==> config.mk <==
export PLATFORM = sky130hd
export DESIGN_NAME = sha256_msg_schedule
export DESIGN_NICKNAME = d
export VERILOG_FILES = /design/src/rtl/sha256_msg_schedule.sv
export SDC_FILE = /design/constraint.sdc
export NUM_CORES = 2
export LEC_CHECK = 0
export CAP_MARGIN = 10
export CORE_ASPECT_RATIO = 0.75
export CORE_UTILIZATION = 40
export CTS_CLUSTER_DIAMETER = 60
export DETAILED_ROUTE_END_ITERATION = 6
export PLACE_DENSITY = 0.58
export SLEW_MARGIN = 10
export SYNTH_ARGS = -nofsm -noshare
export SYNTH_HDL_FRONTEND = slang
export SYNTH_SLANG_ARGS = --single-unit
export TNS_END_PERCENT = 10
==> constraint.sdc <==
create_clock -name clk -period 20.4 [get_ports clk]
set_clock_uncertainty 0.2 [all_clocks]
set_input_delay 4.08 -clock clk [delete_from_list [all_inputs] [get_ports clk]]
set_output_delay 4.08 -clock clk [all_outputs]
set_load 0.05 [all_outputs]
==> src/rtl/sha256_msg_schedule.sv <==
// SHA-256 message schedule: accepts W0..W15, then expands W16..W(ROUNDS-1), one word per cycle.
// Define SHA256_SCHED_WK_EN to emit W_t + K_t (the window still holds raw W_t).
module sha256_msg_schedule #(
  parameter int unsigned ROUNDS = 64
) (
  input  logic        clk,
  input  logic        rst,
  input  logic        in_valid,
  output logic        in_ready,
  input  logic [31:0] in_word,
  output logic        out_valid,
  input  logic        out_ready,
  output logic [31:0] out_word,
  output logic [5:0]  out_round,
  output logic        out_last,
  output logic        busy
);

  typedef enum logic [0:0] {StLoad, StExpand} state_e;

  localparam logic [5:0] LastRound = 6'(ROUNDS - 1);

`ifdef SHA256_SCHED_WK_EN
  localparam logic [31:0] K [64] = '{
    32'h428a2f98, 32'h71374491, 32'hb5c0fbcf, 32'he9b5dba5,
    32'h3956c25b, 32'h59f111f1, 32'h923f82a4, 32'hab1c5ed5,
    32'hd807aa98, 32'h12835b01, 32'h243185be, 32'h550c7dc3,
    32'h72be5d74, 32'h80deb1fe, 32'h9bdc06a7, 32'hc19bf174,
    32'he49b69c1, 32'hefbe4786, 32'h0fc19dc6, 32'h240ca1cc,
    32'h2de92c6f, 32'h4a7484aa, 32'h5cb0a9dc, 32'h76f988da,
    32'h983e5152, 32'ha831c66d, 32'hb00327c8, 32'hbf597fc7,
    32'hc6e00bf3, 32'hd5a79147, 32'h06ca6351, 32'h14292967,
    32'h27b70a85, 32'h2e1b2138, 32'h4d2c6dfc, 32'h53380d13,
    32'h650a7354, 32'h766a0abb, 32'h81c2c92e, 32'h92722c85,
    32'ha2bfe8a1, 32'ha81a664b, 32'hc24b8b70, 32'hc76c51a3,
    32'hd192e819, 32'hd6990624, 32'hf40e3585, 32'h106aa070,
    32'h19a4c116, 32'h1e376c08, 32'h2748774c, 32'h34b0bcb5,
    32'h391c0cb3, 32'h4ed8aa4a, 32'h5b9cca4f, 32'h682e6ff3,
    32'h748f82ee, 32'h78a5636f, 32'h84c87814, 32'h8cc70208,
    32'h90befffa, 32'ha4506ceb, 32'hbef9a3f7, 32'hc67178f2
  };
`endif

  function automatic logic [31:0] sigma0(input logic [31:0] x);
    return {x[6:0], x[31:7]} ^ {x[17:0], x[31:18]} ^ (x >> 3);
  endfunction

  function automatic logic [31:0] sigma1(input logic [31:0] x);
    return {x[16:0], x[31:17]} ^ {x[18:0], x[31:19]} ^ (x >> 10);
  endfunction

  state_e      state_q;
  logic [31:0] w_q [16];
  logic [5:0]  t_q;
  logic        out_valid_q;
  logic [31:0] out_word_q;
  logic [5:0]  out_round_q;
  logic        out_last_q;

  logic        free;
  logic        advance;
  logic [31:0] w_expand;
  logic [31:0] w_new;
  logic [31:0] out_word_d;

  always_comb begin
    free      = ~out_valid_q | out_ready;
    in_ready  = (state_q == StLoad) & free;
    w_expand  = sigma1(w_q[14]) + w_q[9] + sigma0(w_q[1]) + w_q[0];
    w_new     = (state_q == StLoad) ? in_word : w_expand;
    advance   = (state_q == StLoad) ? (in_valid & free) : free;
`ifdef SHA256_SCHED_WK_EN
    out_word_d = w_new + K[t_q];
`else
    out_word_d = w_new;
`endif
  end

  always_ff @(posedge clk or posedge rst) begin
    if (rst) begin
      state_q     <= StLoad;
      t_q         <= 6'd0;
      out_valid_q <= 1'b0;
      out_word_q  <= 32'd0;
      out_round_q <= 6'd0;
      out_last_q  <= 1'b0;
      for (int i = 0; i < 16; i++) begin
        w_q[i] <= 32'd0;
      end
    end else if (advance) begin
      for (int i = 0; i < 15; i++) begin
        w_q[i] <= w_q[i+1];
      end
      w_q[15]     <= w_new;
      out_word_q  <= out_word_d;
      out_round_q <= t_q;
      out_valid_q <= 1'b1;
      out_last_q  <= (t_q == LastRound);
      if (state_q == StExpand && t_q == LastRound) begin
        state_q <= StLoad;
        t_q     <= 6'd0;
      end else begin
        if (state_q == StLoad && t_q == 6'd15) begin
          state_q <= StExpand;
        end
        t_q <= t_q + 6'd1;
      end
    end else if (out_ready) begin
      // Consumed with nothing new to load: drop valid, keep the data bits.
      out_valid_q <= 1'b0;
      out_last_q  <= 1'b0;
    end
  end

  assign out_valid = out_valid_q;
  assign out_word  = out_word_q;
  assign out_round = out_round_q;
  assign out_last  = out_last_q;
  assign busy      = (state_q == StExpand) | out_valid_q;

endmodule

Yosys cells after proc, flatten, opt, wreduce, memory -nomap -nowiden
Index checks and enable logic that the tools add are counted.
Widths: inputs -> output; s select.
{"block": "classes", "add_sub_neg": 4, "bitwise": 10, "muxes": 8, "n_reduce_logical": 5, "eq_ne": 2}
{"operator": "$add 32x32->32", "count": 3}
{"operator": "$xor 32x32->32", "count": 2}
{"operator": "$mux 32", "count": 1}
{"operator": "$xor 32x22->32", "count": 1}
{"operator": "$xor 32x29->32", "count": 1}
{"operator": "$add 6x1->6 const B", "count": 1}
{"operator": "$eq 6x4->1 const B", "count": 1}
{"operator": "$eq 6x6->1 const B", "count": 1}
{"operator": "$mux 1", "count": 6}
{"operator": "$mux 6", "count": 1}
{"operator": "$reduce_bool 2->1", "count": 2}
{"operator": "$and 1x1->1", "count": 2}
{"operator": "$logic_and 1x1->1", "count": 2}
{"operator": "$not 1->1", "count": 2}
{"operator": "$or 1x1->1", "count": 2}
{"operator": "$reduce_and 2->1", "count": 1}
{"block": "word_totals", "reg_bits": 527, "word_cells": 50, "input_bits": 36}

Depth between registers and ports, before layout
{"block": "logic_depth", "word_depth": 6, "mapped_depth": 18, "depth_no_buf": 17}

Worst setup path after synthesis
OpenSTA, ideal clock, no wires.
{"block": "synth_timing", "path_kind": "input-to-output", "start": "input out_ready", "end": "output in_ready", "path_buffers": 0, "path_slack_ns": 11.342, "t_arrival_ns": 4.778, "path_stages": 2, "t_required_ns": 16.120, "cell_sequence": "nor2b_1 -> nor2_1"}
{"block": "synth_via", "elab_chain_len": 2}
{"element": "start: declaration", "line_no": "12", "source": "input logic out_ready,"}
{"element": "$or 1x1->1", "line_no": "67", "source": "free = ~out_valid_q | out_ready;"}
{"element": "$and 1x1->1", "line_no": "68", "source": "in_ready = (state_q == StLoad) & free;"}
{"element": "end: declaration", "line_no": "9", "source": "output logic in_ready,"}
No other way between the ends.

Final worst setup path
Ends and elaborated chain as after synthesis.

==> results_dict.tcl <==
set metrics [dict create \
    outcome "finished clean" \
    vias_per_cell 4.829 \
    wl_met3_um 2659 \
    core.rowCount 78 \
    tns_ns 0 \
    dpl.hpwl_um 39260 \
    cts_tree "done" \
    grt_pass1_wl_um 95540 \
    post-place-ws_ns 10.52 \
    syn_nets 2882 \
    area_delta_synth_final_pct 11.75 \
    critPathLaunchType "primary input" \
    finalHoldViolCount 0 \
    cts_buffers 52 \
    ff_latch_area_sq_mm 0.01319 \
    worst_slew_pin_slew_ns 1.026 \
    crit_family "buffers and inverters" \
    multiInputGateArea_sq_mm 0.009993 \
    hp-class "reg2reg" \
    yosys_warnings 0 \
    vias 17090 \
    post-route-period-util_pct 48.40 \
    core_sq_mm 0.06051 \
    worst-path-buf-inv 2 \
    cts.hold.buffers_added 0 \
    synthCells 2752 \
    path_common_cell "clkdlybuf4s50_1" \
    yosys_most_used_dff "dfrtp_1" \
    drv_cap 0 \
    clockRootBuffer "clkbuf_16" \
    grt_max_degree 239 \
    fp.dieW_um 288.0 \
    cts_sinks 527 \
    reg2reg_slack_ns 15.07 \
    drive_above_1_share_pct 4.637 \
    ys_seq_elements 527 \
    setup_viol 0 \
    wl_met1_um 29850 \
    fin_ws_ns 10.53 \
    post_drt_wl_per_cell_um 16.62 \
    cts_htree_levels 2 \
    die-area_sq_mm 0.06234 \
    timing.rr.end "w_q[498]" \
    die_h_um 216.5 \
    grt_pass1_vias 16710 \
    r2r-start "state_q" \
    end_kind "primary output" \
    cp.required_ns 16.12 \
    final_nets 2829 \
    numPortBuffers 77 \
    cp_cell_sequence "clkdlybuf4s50_1 -> nor2b_1 -> nor2_1 -> clkdlybuf4s50_1" \
    route.met2.wl_um 25240 \
    syn_avg_cell_area_sq_um 8.915 \
    totalWireLength_um 58830 \
    min_period_ns 9.874 \
    path_depth 4 \
    antenna_found_initial 0 \
    synthArstFlopShare_pct 100.0 \
    path_clk_slew_ns 0.07 \
    drc 0 \
    diodes 0 \
    crit_arrival_ns 5.59 \
    critPathCapture "in_ready" \
    fmax_ghz 0.1013 \
    drtIter0Drc 1464 \
    grt_overflow 0 \
    grt_usage_pct 19.51 \
    drv_slew 0 \
    dr.pass1.iters 5 \
    clkLatencyLatePin_ns 0.62 \
    ios 78 \
    rsz0062_at_grt "false" \
    post_cts_buffers 0 \
    cts_resized 0 \
    cts_buffer_depth 3 \
    nFillCells 5909 \
    rr_worst_depth 9 \
    synth-edff-count 0 \
    slew_headroom_pct 31.62 \
    start_util_pct 40.55 \
    postRouteAntennaNets 0 \
    routed.top_layer "met4" \
    worstPathMaxFanout 4 \
    synth_area_sq_mm 0.02453 \
    critical_path_class "in2out" \
    critPathSlowestCell "clkdlybuf4s50_1" \
    cpPeakStageDelay_ns 0.71 \
    yosys.cell_types.count 58 \
    globalplace.congestion 0.8923 \
    cp-startpoint "out_ready" \
    yosysSeqAreaShare_pct 53.75 \
]
==> tightest hold or removal path, stage by stage, from the launching register on <==
cell,delay [ns]
dfrtp_1,0.34
nand2_1,0.05
nand2_1,0.05
==> sequential cells by signal, indices dropped and copies added, names as in the netlist <==
name and cells:
out_word 32, t_q 6, state_q 1, out_round 6, out_last 1, out_valid 1
w_q 480
==> cells in the final DEF, fill, tap and decap left out, types with 6 or more instances in the layout <==
cell / instances
fa_1: 62
clkbuf_8: 10
a21o_1: 14
clkdlybuf4s50_1: 77
o21ai_0: 134
nor3b_1: 16
nor2_1: 20
inv_1: 126
clkbuf_1: 7
buf_4: 14
clkinv_2: 8
ha_1: 32
xor2_1: 54
bufinv_16: 6
mux2i_1: 16
xnor2_1: 95
clkbuf_16: 53
a21oi_1: 45
o21ai_1: 11
nand2_1: 1331
dfrtp_1: 526
==> cells in the mapped netlist (all sizes together), types with 4 or more instances <==
master | number | share of area (%)
nor2 | 21 | 0.32
buf | 49 | 1.3
dfrtp | 527 | 54
a21oi | 49 | 1.1
clkbuf | 151 | 2.3
ha | 32 | 1.6
nor3b | 16 | 0.49
and4 | 4 | 0.15
xnor2 | 95 | 3.4
o31ai | 4 | 0.20
a21o | 14 | 0.43
nand2 | 1331 | 20
inv | 127 | 1.9
a41oi | 4 | 0.28
xor2 | 54 | 1.9
o21ai | 146 | 3.0
a21boi | 4 | 0.18
fa | 62 | 5.1
mux2i | 16 | 0.65
nand4 | 6 | 0.18
==> kinds of logic after synthesis <==
kind of cell	count (synthesis)	synth area share [%]
AOI/OAI and AO/OA	237	5.855
xor gates and xnor gates	149	5.319
adders and majority gates	94	6.691
buffers and inverters	327	5.554
DFF	527	53.75
muxes	16	0.6528
and+or+nand+nor	1402	22.17
==> through the flow <==
| stage | utilization (%) | hold slack [ns] | instance area [sq um] | instances |
|---|---|---|---|---|
| 2_1_floorplan | - | 0.2386 | 24530 | 2752 |
| 3_3_place_gp | 42.28 | 0.2467 | 25580 | 3445 |
| 3_5_place_dp | 42.28 | 0.2503 | 25580 | 3445 |
| 4_1_cts | 45.31 | 0.2590 | 27420 | 3539 |
| 5_1_grt | 45.31 | 0.2678 | 27420 | 3539 |
| 6_report | 45.31 | 0.2576 | 27420 | 3539 |
==> layout make-up <==
type / count / area share, %
Clock inverter: 24 / 1.246
Multi-Input combinational cell: 1898 / 36.45
Inverter: 127 / 1.766
Sequential cell: 527 / 48.11
Tap cell: 800 / 3.651
Clock buffer: 70 / 5.436
Timing Repair Buffer: 93 / 3.341
==> worst min path at each step <==
stage	end	depth (start not counted)	startpoint	slack (ns)
final	w_q[421]	2	w_q[389]	0.26
after global routing	w_q[171]	2	w_q[139]	0.27
after CTS	w_q[313]	2	w_q[281]	0.26
after detailed placement	w_q[413]	2	w_q[381]	0.25
after global placement	w_q[370]	2	w_q[338]	0.25
after floorplan	w_q[100]	2	w_q[68]	0.24
==> per-layer routing <==
layer | vias to the layer above | GRT usage [%]
met5 | - | 0
met4 | 0 | 4.409
met1 | 8460 | 29.92
li1 | 8291 | -
met2 | 262 | 28.63
met3 | 77 | 3.326
Power is not shown: default switching activity piles up to over one toggle a cycle in this logic, so the estimate is an artifact.
